### config.mk
export PLATFORM = sky130hd
export DESIGN_NAME = pos_cell_streamer
export DESIGN_NICKNAME = d
export VERILOG_FILES = /design/src/rtl/md_pos_pkg.sv /design/src/rtl/pos_skid_fifo.sv /design/src/rtl/pos_cell_streamer.sv
export SDC_FILE = /design/constraint.sdc
export NUM_CORES = 1
export LEC_CHECK = 0
export CORE_MARGIN = 4
export CORE_UTILIZATION = 40
export CTS_CLUSTER_DIAMETER = 30
export DETAILED_ROUTE_END_ITERATION = 10
export HOLD_SLACK_MARGIN = 0.03
export PLACE_DENSITY = 0.61
export SLEW_MARGIN = 20
export SYNTH_ARGS = -nofsm -noshare
export SYNTH_HDL_FRONTEND = slang
export SYNTH_HIERARCHICAL = 1
export SYNTH_SLANG_ARGS = --single-unit
### constraint.sdc
create_clock -name clk_i -period 10.1 [get_ports clk_i]
set_input_delay 1.01 -clock clk_i [delete_from_list [all_inputs] [get_ports clk_i]]
set_output_delay 1.01 -clock clk_i [all_outputs]
set_load 0.02 [all_outputs]
### src/rtl/md_pos_pkg.sv
// Shared types and constants for the position-cell read path.
// Record layout is {posz, posy, posx}, 32 bits each.
package md_pos_pkg;

    localparam int unsigned POS_WIDTH      = 32;
    localparam int unsigned DATA_WIDTH     = 3 * POS_WIDTH;
    localparam int unsigned RAM_RD_LATENCY = 2;

    typedef struct packed {
        logic [POS_WIDTH-1:0] posz;
        logic [POS_WIDTH-1:0] posy;
        logic [POS_WIDTH-1:0] posx;
    } pos_rec_t;

    typedef enum logic [2:0] {
        StIdle,
        StRdCnt,
        StWaitCnt,
        StStream,
        StDrain,
        StFin
    } stream_state_e;

endpackage

### src/rtl/pos_skid_fifo.sv
// Small first-word-fall-through FIFO with an occupancy output.
// The head entry is always visible on rdata_o while valid_o is high.
module pos_skid_fifo #(
    parameter int unsigned DEPTH = 4,
    parameter int unsigned WIDTH = 32
) (
    input  logic                       clk_i,
    input  logic                       rst_ni,
    input  logic                       wr_i,
    input  logic [WIDTH-1:0]           wdata_i,
    input  logic                       rd_i,
    output logic                       valid_o,
    output logic [WIDTH-1:0]           rdata_o,
    output logic [$clog2(DEPTH+1)-1:0] count_o
);

    localparam int unsigned PtrW = (DEPTH > 1) ? $clog2(DEPTH) : 1;
    localparam int unsigned CntW = $clog2(DEPTH + 1);
    localparam logic [PtrW-1:0] LastPtr = PtrW'(DEPTH - 1);

    logic [WIDTH-1:0] mem_q [DEPTH];
    logic [PtrW-1:0]  wr_ptr_q;
    logic [PtrW-1:0]  rd_ptr_q;
    logic [CntW-1:0]  count_q;
    logic [CntW-1:0]  count_d;
    logic             full;
    logic             do_wr;
    logic             do_rd;

    assign full  = (count_q == CntW'(DEPTH));
    assign do_rd = rd_i && (count_q != '0);
    // A write into a full FIFO is only accepted if the head leaves in the same cycle.
    assign do_wr = wr_i && (!full || do_rd);

    always_comb begin
        count_d = count_q;
        if (do_wr && !do_rd) begin
            count_d = count_q + CntW'(1);
        end else if (!do_wr && do_rd) begin
            count_d = count_q - CntW'(1);
        end
    end

    always_ff @(posedge clk_i or negedge rst_ni) begin
        if (!rst_ni) begin
            for (int unsigned i = 0; i < DEPTH; i++) begin
                mem_q[i] <= '0;
            end
            wr_ptr_q <= '0;
            rd_ptr_q <= '0;
            count_q  <= '0;
        end else begin
            if (do_wr) begin
                mem_q[wr_ptr_q] <= wdata_i;
                wr_ptr_q        <= (wr_ptr_q == LastPtr) ? '0 : wr_ptr_q + PtrW'(1);
            end
            if (do_rd) begin
                rd_ptr_q <= (rd_ptr_q == LastPtr) ? '0 : rd_ptr_q + PtrW'(1);
            end
            count_q <= count_d;
        end
    end

    assign valid_o = (count_q != '0);
    assign rdata_o = mem_q[rd_ptr_q];
    assign count_o = count_q;

    no_overflow_a: assert property (@(posedge clk_i) disable iff (!rst_ni)
        !(wr_i && full && !do_rd))
        else $error("pos_skid_fifo: write into full FIFO");

endmodule

### src/rtl/pos_cell_streamer.sv
// Reads the particle count of one position cell, then streams every record
// downstream through a credit-controlled skid FIFO so RAM reads are never lost.
module pos_cell_streamer
    import md_pos_pkg::*;
#(
    parameter int unsigned DATA_WIDTH   = md_pos_pkg::DATA_WIDTH,
    parameter int unsigned ADDR_WIDTH   = 8,
    parameter int unsigned PARTICLE_NUM = 220,
    parameter int unsigned FIFO_DEPTH   = 4
) (
    input  logic                  clk_i,
    input  logic                  rst_ni,
    input  logic                  start_i,
    output logic                  busy_o,
    output logic                  done_o,
    output logic                  cnt_err_o,
    output logic [ADDR_WIDTH-1:0] mem_address_o,
    output logic                  mem_rden_o,
    output logic                  mem_wren_o,
    input  logic [DATA_WIDTH-1:0] mem_q_i,
    output logic                  out_valid_o,
    input  logic                  out_ready_i,
    output logic [DATA_WIDTH-1:0] out_data_o,
    output logic [ADDR_WIDTH-1:0] out_pid_o,
    output logic                  out_last_o,
    output logic [ADDR_WIDTH-1:0] cell_count_o
);

    localparam int unsigned FifoW    = DATA_WIDTH + ADDR_WIDTH + 1;
    localparam int unsigned FifoCntW = $clog2(FIFO_DEPTH + 1);
    localparam int unsigned OccW     = $clog2(FIFO_DEPTH + 4);
    localparam logic [ADDR_WIDTH-1:0] MaxCount = ADDR_WIDTH'(PARTICLE_NUM - 1);

    stream_state_e state_q, state_d;
    logic [1:0]            wait_q, wait_d;
    logic [ADDR_WIDTH-1:0] next_addr_q, next_addr_d;
    logic [ADDR_WIDTH-1:0] cell_count_q, cell_count_d;
    logic                  cnt_err_q, cnt_err_d;
    logic                  rden_q, rden_d;
    logic [ADDR_WIDTH-1:0] addr_q, addr_d;

    logic [1:0]            ret_vld_q;
    logic [ADDR_WIDTH-1:0] ret_pid_q [2];
    logic [1:0]            ret_last_q;

    logic                  rd_data;
    logic                  fifo_valid;
    logic [FifoW-1:0]      fifo_head;
    logic [FifoCntW-1:0]   fifo_count;
    logic                  pop;
    logic                  head_last;
    logic [OccW-1:0]       occ;
    logic                  credit_ok;
    logic [ADDR_WIDTH-1:0] raw_count;
    logic [ADDR_WIDTH-1:0] clamped_count;

    // Address 0 holds the count, so only non-zero reads carry records.
    assign rd_data   = rden_q && (addr_q != '0);
    assign pop       = fifo_valid && out_ready_i;
    assign head_last = fifo_head[FifoW-1];

    // Slots already promised: buffered entries plus every read still in flight,
    // minus the entry leaving this cycle.
    assign occ = OccW'(fifo_count) + OccW'(rd_data) + OccW'(ret_vld_q[0])
               + OccW'(ret_vld_q[1]) - OccW'(pop);
    assign credit_ok = (occ < OccW'(FIFO_DEPTH));

    assign raw_count     = mem_q_i[ADDR_WIDTH-1:0];
    assign clamped_count = (raw_count > MaxCount) ? MaxCount : raw_count;

    always_comb begin
        state_d      = state_q;
        wait_d       = wait_q;
        next_addr_d  = next_addr_q;
        cell_count_d = cell_count_q;
        cnt_err_d    = cnt_err_q;
        rden_d       = 1'b0;
        addr_d       = addr_q;
        unique case (state_q)
            StIdle: begin
                if (start_i) begin
                    state_d   = StRdCnt;
                    rden_d    = 1'b1;
                    addr_d    = '0;
                    cnt_err_d = 1'b0;
                end
            end
            StRdCnt: begin
                state_d = StWaitCnt;
                wait_d  = '0;
            end
            StWaitCnt: begin
                if (wait_q == 2'(RAM_RD_LATENCY - 1)) begin
                    cell_count_d = clamped_count;
                    cnt_err_d    = (raw_count > MaxCount);
                    if (clamped_count == '0) begin
                        state_d = StFin;
                    end else begin
                        rden_d      = 1'b1;
                        addr_d      = ADDR_WIDTH'(1);
                        next_addr_d = ADDR_WIDTH'(2);
                        state_d     = (clamped_count == ADDR_WIDTH'(1)) ? StDrain : StStream;
                    end
                end else begin
                    wait_d = wait_q + 2'd1;
                end
            end
            StStream: begin
                if (credit_ok) begin
                    rden_d = 1'b1;
                    addr_d = next_addr_q;
                    if (next_addr_q == cell_count_q) begin
                        state_d = StDrain;
                    end else begin
                        next_addr_d = next_addr_q + ADDR_WIDTH'(1);
                    end
                end
            end
            StDrain: begin
                if (pop && head_last && !rd_data && (ret_vld_q == '0)) begin
                    state_d = StFin;
                end
            end
            StFin: begin
                state_d = StIdle;
            end
            default: begin
                state_d = StIdle;
            end
        endcase
    end

    always_ff @(posedge clk_i or negedge rst_ni) begin
        if (!rst_ni) begin
            state_q      <= StIdle;
            wait_q       <= '0;
            next_addr_q  <= '0;
            cell_count_q <= '0;
            cnt_err_q    <= 1'b0;
            rden_q       <= 1'b0;
            addr_q       <= '0;
        end else begin
            state_q      <= state_d;
            wait_q       <= wait_d;
            next_addr_q  <= next_addr_d;
            cell_count_q <= cell_count_d;
            cnt_err_q    <= cnt_err_d;
            rden_q       <= rden_d;
            addr_q       <= addr_d;
        end
    end

    // Tags travel alongside the RAM pipeline so they meet mem_q_i in the same cycle.
    always_ff @(posedge clk_i or negedge rst_ni) begin
        if (!rst_ni) begin
            ret_vld_q    <= '0;
            ret_last_q   <= '0;
            ret_pid_q[0] <= '0;
            ret_pid_q[1] <= '0;
        end else begin
            ret_vld_q[0]  <= rd_data;
            ret_pid_q[0]  <= addr_q;
            ret_last_q[0] <= (addr_q == cell_count_q);
            ret_vld_q[1]  <= ret_vld_q[0];
            ret_pid_q[1]  <= ret_pid_q[0];
            ret_last_q[1] <= ret_last_q[0];
        end
    end

    pos_skid_fifo #(
        .DEPTH (FIFO_DEPTH),
        .WIDTH (FifoW)
    ) u_fifo (
        .clk_i   (clk_i),
        .rst_ni  (rst_ni),
        .wr_i    (ret_vld_q[1]),
        .wdata_i ({ret_last_q[1], ret_pid_q[1], mem_q_i}),
        .rd_i    (pop),
        .valid_o (fifo_valid),
        .rdata_o (fifo_head),
        .count_o (fifo_count)
    );

    assign busy_o        = (state_q != StIdle);
    assign done_o        = (state_q == StFin);
    assign cnt_err_o     = cnt_err_q;
    assign mem_address_o = addr_q;
    assign mem_rden_o    = rden_q;
    assign mem_wren_o    = 1'b0;
    assign out_valid_o   = fifo_valid;
    assign out_data_o    = fifo_head[DATA_WIDTH-1:0];
    assign out_pid_o     = fifo_head[DATA_WIDTH +: ADDR_WIDTH];
    assign out_last_o    = head_last;
    assign cell_count_o  = cell_count_q;

endmodule
# Word level (Yosys, flattened, before mapping)

Cells that the tools add are included.

Output and inout port bits: 127
Bits in registers: 478
Logic and storage cells: 126

Eq/ne operators: 20
Multiplexer cells: 39
Reductions and logical operators: 32
Bitwise logic cells: 2
$add $sub $neg: 10
$lt $le $gt $ge: 5

Operator list:

| operator            | count |
|---|---|
| $bwmux 420          | 1 |
| $mux 105            | 3 |
| $bmux 105 s2        | 1 |
| $demux 105 s2       | 1 |
| $mux 8              | 9 |
| $mux 3              | 9 |
| $pmux 8 s3          | 1 |
| $eq 8x8->1          | 2 |
| $ne 2x2->1 const B  | 8 |
| $pmux 8 s2          | 1 |
| $pmux 3 s5          | 1 |
| $reduce_and 5->1    | 3 |
| $logic_and 1x1->1   | 10 |
| $add 3x1->3         | 3 |
| $eq 3x3->1 const B  | 3 |
| $reduce_bool 3->1   | 3 |
| $add 8x1->8 const B | 1 |
| $eq 8x1->1 const B  | 1 |
| $gt 8x8->1 const B  | 1 |
| $logic_not 8->1     | 1 |
| $reduce_bool 2->1   | 4 |
| $reduce_bool 8->1   | 1 |
| $add 2x1->2 const B | 3 |
| $eq 3x2->1 const B  | 2 |
| 21 further kinds    | 35 |

# Logic depth before layout (Yosys ltp)

Gate-level depths: netlist of the first run.

Depth after elaboration: 9
Mapped depth: 14
Gate-level depth less buffers: 13

# Modules after synthesis

The synthesis of the first run kept the hierarchy.

By module, submodules not included:

| module            | sequential area each (µm²) | area an instance (µm²) | instances | cells an instance |
|---|---|---|---|---|
| pos_skid_fifo     | 10685.2                    | 18539.0                | 1         | 1053 |
| pos_cell_streamer | 1276.2                     | 2338.5                 | 1         | 213 |

# Worst setup path after synthesis of the first run

OpenSTA, ideal clock, no wires.

Kind: reg-to-reg
From: register u_fifo.count_q[1] (netlist: u_fifo/count_o[1])
To: register addr_q[0] (netlist: mem_address_o[0])
Path buffers: 0
Setup slack: 6655 ps
Stages on the path, launching flop included: 13
Data arrival time: 3365 ps
Data required time: 10021 ps
Cells stage by stage: dfrtp_1 > or3_1 > and2_1 > ha_1 > xnor2_1 > ha_1 > o21bai_1 > ha_1 > a31oi_1 > xnor2_2 > nor2_2 > a311oi_4 > mux2i_1

Elaborated cells between the ends (all ways): 9
Those cells by class: add/sub: 4; order compare: 1; eq/ne: 1; reduce/logical: 3

RTL lines:

| element                    | line                     | RTL |
|---|---|---|
| from (decl)                | pos_skid_fifo.sv:24      | `logic [CntW-1:0] count_q;` |
| from (signal assigned)     | pos_skid_fifo.sv:60      | `count_q <= count_d;` |
| $reduce_bool 3->1          | pos_skid_fifo.sv:64      | `assign valid_o = (count_q != '0);` |
| named net out_valid_o      | pos_cell_streamer.sv:21  | `output logic out_valid_o,` |
| $logic_and 1x1->1          | pos_cell_streamer.sv:59  | `assign pop = fifo_valid && out_ready_i;` |
| named net pop              | pos_cell_streamer.sv:50  | `logic pop;` |
| $sub 3x1->3                | pos_cell_streamer.sv:65  | `+ OccW'(ret_vld_q[1]) - OccW'(pop);` |
| $lt 3x3->1                 | pos_cell_streamer.sv:66  | `assign credit_ok = (occ < OccW'(FIFO_DEPTH));` |
| $ne 2x2->1 (no line)       | n/a                      |  |
| $reduce_and 5->1 (no line) | n/a                      |  |
| to (signal assigned)       | pos_cell_streamer.sv:149 | `addr_q <= addr_d;` |
| to (decl)                  | pos_cell_streamer.sv:40  | `logic [ADDR_WIDTH-1:0] addr_q, addr_d;` |

The timed path passes the listed nets, and every way through them passes these cells.
A chain may end at the register's enable or synchronous reset.

# Worst setup path after layout of the first run

From: register u_fifo.rd_ptr_q[1]
To: output out_data_o[15]

Longest elaborated chain between the ends: 4

Ends and longest elaborated chain:

| element                                      | line                    | RTL |
|---|---|---|
| from (decl)                                  | pos_skid_fifo.sv:23     | `logic [PtrW-1:0] rd_ptr_q;` |
| from (signal assigned)                       | pos_skid_fifo.sv:58     | `rd_ptr_q <= (rd_ptr_q == LastPtr) ? '0 : rd_ptr_q + PtrW'(1);` |
| $not 2->3 (implied by the code)              | pos_skid_fifo.sv:65     | `assign rdata_o = mem_q[rd_ptr_q];` |
| $bmux 105 s2                                 | pos_skid_fifo.sv:65     |  |
| $mux 105 (implied by the code) (2 in series) | pos_skid_fifo.sv:65     |  |
| to (decl)                                    | pos_cell_streamer.sv:23 | `output logic [DATA_WIDTH-1:0] out_data_o,` |

Every way passes these cells. The select of a mux whose other input is x is not followed.

==> results of run 1 <==
-- through the flow --
| stage | area, um^2 | std cells | util | total power [mW] |
|---|---|---|---|---|
| floorplan | 20900 | 1266 | - | 3.12 |
| global placement | 23600 | 2109 | 0.459 | 3.84 |
| detailed placement | 23600 | 2109 | 0.459 | 3.85 |
| CTS | 27600 | 2320 | 0.536 | 7.62 |
| global route | 27600 | 2321 | 0.536 | 7.80 |
| finish | 27600 | 2322 | 0.536 | 7.50 |
-- cells in the mapped netlist, types with 3 or more instances --
master,n
a21o_1,4
a21oi_1,8
a22o_1,10
a31oi_1,5
and3_1,4
buf_2,37
buf_6,24
clkbuf_1,13
dfrtp_1,478
ha_1,12
inv_1,19
mux2_2,427
mux2i_1,4
mux4_2,105
nand2_1,20
nand3_1,6
nor2_1,18
nor2_2,5
nor2b_1,3
nor3_1,3
nor4_1,6
o21ai_0,7
or4_1,3
xnor2_1,10
xor2_1,10
-- kinds of logic (layout without fill, tap and decap cells) --
group / after synthesis / after routing / share of synthesized area
compound gates: 44 / 44 / 0.0154
xor+xnor: 22 / 22 / 0.0102
fa+ha+maj: 13 / 13 / 0.00815
buf+inv: 94 / 468 / 0.0279
flops: 478 / 478 / 0.573
mux: 536 / 536 / 0.345
other cells: 1 / 3 / 0.000180
simple gates: 78 / 78 / 0.0197
-- power by group --
group          switching, mW  internal, mW  total [mW]
clock network           1.10          2.60        3.71
registers              0.126          2.01        2.14
logic                  0.783         0.868        1.65
total                   2.01          5.48        7.50
-- registers in the layout, indices dropped and copies added (netlist names) --
signal and count:
cell_count_o 8, mem_address_o 8, u_fifo/count_o 3, mem_rden_o 1, wait_q 2, ret_last_q 2, u_fifo/rd_ptr_q 2, ret_vld_q 2
state_q 3, cnt_err_o 1, next_addr_q 8, u_fifo/wr_ptr_q 2, ret_pid_q 16, u_fifo/mem_q 420
-- layout make-up --
cell class                 instances  area (um^2)  area share
sequential                       478        12000       0.433
multi-input combinational        694         8360       0.303
clock buffer                     154         3240       0.117
timing repair buffer             238         2380      0.0862
tap                              680          851      0.0308
clock inverter                    57          749      0.0271
inverter                          19         71.3     0.00258
antenna                            2         5.00    0.000181
-- layout by cell type (no fill, tap or decap), types with 8 or more instances in the layout --
cell             instances
dfrtp_1                476
xnor2_1                 10
mux4_2                 105
ha_1                    12
nor2_1                  18
inv_1                   19
bufinv_16               15
clkbuf_8                19
clkinv_2                20
clkbuf_1                19
clkdlybuf4s50_1        224
nand2_1                 20
a22o_1                  10
buf_4                   11
xor2_1                  10
a21oi_1                  8
clkinvlp_4              10
mux2_2                 427
clkbuf_16              116
-- final timing paths --
check | cells past startpoint | end | slack [ns] | from
min in group asynchronous | 1 | u_fifo/mem_q[217] | 0.50 | rst_ni
hold / removal | 0 | ret_pid_q[2] | 0.33 | ret_pid_q[10]
setup / recovery | 3 | out_data_o[15] | 5.54 | u_fifo/rd_ptr_q[1]
setup reg to reg | 12 | next_addr_q[6] | 6.45 | u_fifo/count_o[1]
max in group asynchronous | 2 | u_fifo/mem_q[374] | 8.02 | rst_ni
hold reg to reg | 0 | ret_pid_q[2] | 0.33 | ret_pid_q[10]
-- per-layer routing --
metal,share of wire,up-vias,GRT usage
li1,-,5315,-
met1,0.44,6376,0.224
met4,0.023,4,0.0548
met5,0.00057,-,0
met3,0.061,103,0.0581
met2,0.48,258,0.275
-- critical path, cell delays in order (launching register included) --
cell and delay (ns):
dfrtp_4 0.96, buf_4 0.86, mux4_2 0.35, clkdlybuf4s50_1 0.71
==> flow_summary.toml, run 1 <==
[clock_tree]
htreeDepth = 3
post_cts_buffers = 0
cts_tree = "built"
cts_hold_buf = 0
cts-root-buf = "clkbuf_16"
cts_made_buffers = 115
clock_path_buffers = 3
ctsResizeCount = 0
clk_latency_ns = 0.63
path_clk_slew_ns = 0.05
cts.sinks = 478

[worst_setup_path]
endpoint_kind = "output pin"
required_ns = 9.09
cp_data_arrival_time_ns = 3.55
path_class = "flip-flop to output pin"
cp-start-kind = "flip-flop"
cp_max_fo = 59

[floorplan]
initial_utilization = 0.405
dieArea_um2 = 55900
die_w_um = 236
io_pins = 227
coreArea_um2 = 51500
std_cell_rows = 83
fp.dieH_um = 236

[finish]
layout-drive-gt1-share = 0.457
nFillCells = 4249
fin_nets = 1659
area_growth_pct = 32.3

[yosys]
synth_seq_area_share = 0.573
synth_nets = 1379
ys_warn_count = 6
synth_edf_count = 0
yosys-top-cells-area = "dfrtp_1 (57%), mux2_2 (23%), mux4_2 (11%)"
avgSynthCellArea_um2 = 16.5
synth_cell_types = 44
synth-main-ff-cell = "dfrtp_1"
synth_top_area_share = 0.573
syn-instance-count = 1266
synth-seq-cells = 478
async_flop_share = 1.00
syn_area_um2 = 20900
yosysTopAreaCell = "dfrtp_1"

[global_route]
grt_pass1_wl_mm = 77.1
grt_max_degree = 183
antenna_found_initial = 4
track_usage = 0.172
grt.overflow.total = 0
grt_pass1_vias = 13683

[timing]
period_needed_ns = 4.56
worstMarginPinSlew_ns = 0.997
period_share = 0.452
rsz0062_at_grt = "false"
setup_violations = 0
whs_ns = 0.326
finalMaxSlewViolations = 0
max_freq_mhz = 219
slew_headroom = 0.336
finalClockSkew_ns = 0.0203
hold_viol = 0
fin_ws_ns = 5.54
setup-tns-final_ns = 0

[place]
pre_cts_slack_ns = 5.42
dpl.hpwl_mm = 27.9
portBuffers = 225
gp_congestion = 0.750

[routing]
drc = 0
avgRoutedWirePerCell_um = 20.5
dr.pass1.iters = 4
routed_wl_mm = 47.7
vias_per_cell = 5.19
ant_nets = 0
first_iter_violations = 475
num_vias = 12056

[power]
p_leak_nw = 11.4
p_per_area_nw_per_um2 = 271
ir_drop_uv = 143

[job]
max_cap_viol_count = 0

[hold_path]
hold_path.class = "flip-flop to flip-flop"

[status]
status = "finished, final reports clean"
(Power assumes the default switching activity.)
==> run 2, diff against run 1 <==
==> constraint.sdc (replaced) <==
create_clock -name clk_i -period 4.63 [get_ports clk_i]
set_input_delay 0.463 -clock clk_i [delete_from_list [all_inputs] [get_ports clk_i]]
set_output_delay 0.463 -clock clk_i [all_outputs]
set_load 0.02 [all_outputs]
==> run 2 against run 1 <==
Net effect:
- final cell count stayed put
- die area is the same
- count of clock-buffer cells in the layout is 5 lower
- non-clock buffer count rose by 8
- sequential power grew 120%
- critical path type is now flip-flop to flip-flop
- critical endpoint is now mem_address_o[0]
==> flow_summary.toml, run 2 (synthesis gave the netlist of run 1 again) <==
[worst_setup_path]
slowest_stage = "a311oi_4"
path_class = "flip-flop to flip-flop"
r2r_setup_slack_ns = 1.01
cp_cell_sequence = "or3_1 > and2_1 > ha_1 > xnor2_1 > ha_1 > o21bai_1 > ha_1 > a31oi_1 > xnor2_2 > nor2_2 > a311oi_4 > mux2i_1"
cp_data_arrival_time_ns = 4.18
slowest_delay_ns = 0.50
rr_startpoint = "u_fifo/count_o[1]"
endpoint_kind = "flip-flop"
cp-start-kind = "flip-flop"
cp_common_cell = "ha_1"
cp_max_fo = 9
reg2regPathDepth = 12
required_ns = 5.19
reg2reg_to = "mem_address_o[0]"

[timing]
worstMarginPinSlew_ns = 0.925
rsz0062_at_grt = "false"
setup-tns-final_ns = 0
slew_headroom = 0.384
hold_viol = 0
fin_ws_ns = 1.01
max_freq_mhz = 276
finalClockSkew_ns = 0.0199
period_share = 0.782
period_needed_ns = 3.62
setup_violations = 0
finalMaxSlewViolations = 0

[clock_tree]
path_clk_slew_ns = 0.05
cts.sinks = 478
clk_latency_ns = 0.63
htreeDepth = 3
cts_tree = "built"
cts-root-buf = "clkbuf_16"
post_cts_buffers = 0
clock_path_buffers = 3
ctsResizeCount = 0
cts_made_buffers = 109

[place]
dpl.hpwl_mm = 28.0
dpl.cell_count = 2116
portBuffers = 225
place_area_um2 = 23800
pre_cts_slack_ns = 0.919
gp_congestion = 0.770

[global_route]
grt_pass1_vias = 13706
grt.overflow.total = 0
track_usage = 0.173
antenna_found_initial = 2
grt_max_degree = 110
grt_pass1_wl_mm = 77.4

[power]
p_leak_nw = 11.5
ir_drop_uv = 423
p_per_area_nw_per_um2 = 594

[hold_path]
hold_path.class = "flip-flop to flip-flop"
hp-start = "ret_pid_q[14]"
worstHoldPathCells = 0
holdPathEnd = "ret_pid_q[6]"

[floorplan]
fp.dieH_um = 236
dieArea_um2 = 55900
die_w_um = 236
io_pins = 227
coreArea_um2 = 51500
std_cell_rows = 83
initial_utilization = 0.405

[finish]
layout-drive-gt1-share = 0.458
final_cells = 2322
fin_nets = 1661
design_area_um2 = 27800
multi_input_area_um2 = 8350
top_register = "u_fifo/mem_q"
area_growth_pct = 33.1
final_cell_mix = "dfrtp_1 (476), mux2_2 (427), clkdlybuf4s50_1 (224)"
regArea_um2 = 12000
final_common_cell = "dfrtp_1"
largest_reg_flops = 420
nFillCells = 4182
reg_top3 = "u_fifo/mem_q (420), ret_pid_q (16)"

[routing]
num_vias = 12034
first_iter_violations = 495
avgRoutedWirePerCell_um = 20.4
vias_per_cell = 5.18
dr.pass1.iters = 4
ant_nets = 0
routed_wl_mm = 47.4
drc = 0

[job]
max_cap_viol_count = 0

[status]
status = "finished, final reports clean"
-- run 2: changes by cell type in the layout (fill, tap and decap cells not counted), moves of 4 or more --
cell / previous run / this run
buf_12: 2 / 10
clkbuf_16: 116 / 110
bufinv_16: 15 / 20
clkbuf_8: 19 / 24
clkbuf_1: 19 / 15
-- run 2: metal layers --
metal,up-vias,global-route usage,part of all wire
li1,5337,-,-
met5,-,0,0.00027
met1,6341,0.228,0.44
met3,91,0.0552,0.059
met4,2,0.0547,0.024
met2,263,0.274,0.48
-- run 2: what timing repair did --
| item | 4_1_cts | 5_1_grt |
|---|---|---|
| hold buffers | 1 | 0 |
| endpoints found under the hold margin | 104 | 0 |
| endpoints found under the setup margin | 0 | 0 |
-- run 2: metrics by stage --
stage               utilization  power [mW]  hold WS (ns)
global placement          0.462        8.45         0.336
finish                    0.540        16.5         0.341
global route              0.540        17.2         0.345
CTS                       0.540        16.8         0.342
detailed placement        0.462        8.47         0.338
floorplan                     -        6.81         0.167
-- run 2: how the worst max path moves through the flow --
| stage | from | to | slack (ns) | depth (start not counted) |
|---|---|---|---|---|
| 2_1_floorplan | u_fifo/count_o[1] | mem_address_o[0] | 1.19 | 12 |
| 3_3_place_gp | out_ready_i | mem_address_o[0] | 0.97 | 12 |
| 3_5_place_dp | out_ready_i | mem_address_o[0] | 0.92 | 12 |
| 4_1_cts | u_fifo/count_o[1] | mem_address_o[0] | 0.98 | 12 |
| 5_1_grt | u_fifo/count_o[1] | next_addr_q[2] | 0.73 | 13 |
| 6_report | u_fifo/count_o[1] | mem_address_o[0] | 1.01 | 12 |
-- run 2: layout make-up --
class / count / share of cell area
diodes: 2 / 0.000180
clock buffers: 149 / 0.113
clock inverters: 54 / 0.0312
inverters: 19 / 0.00257
multi-input cells: 694 / 0.300
flip-flops and latches: 478 / 0.431
well taps: 680 / 0.0306
repair buffers: 246 / 0.0915
-- run 2: report_power, final --
part	total (mW)	internal, mW	leakage, nW	switching, mW
Sequential	4.66	4.39	5.69	0.267
Combinational	3.68	1.94	3.83	1.74
Clock	8.19	5.82	1.96	2.37
Total	16.5	12.2	11.5	4.37
-- run 2: worst max-delay path: cells and delay by family, from the launching register on --
| kind | cells | cell delay, ns |
|---|---|---|
| AOI/OAI and AO/OA | 3 | 0.90 |
| and+or+nand+nor | 3 | 0.82 |
| adders and majority gates | 3 | 0.77 |
| DFF | 1 | 0.47 |
| xor gates and xnor gates | 2 | 0.34 |
| muxes | 1 | 0.23 |
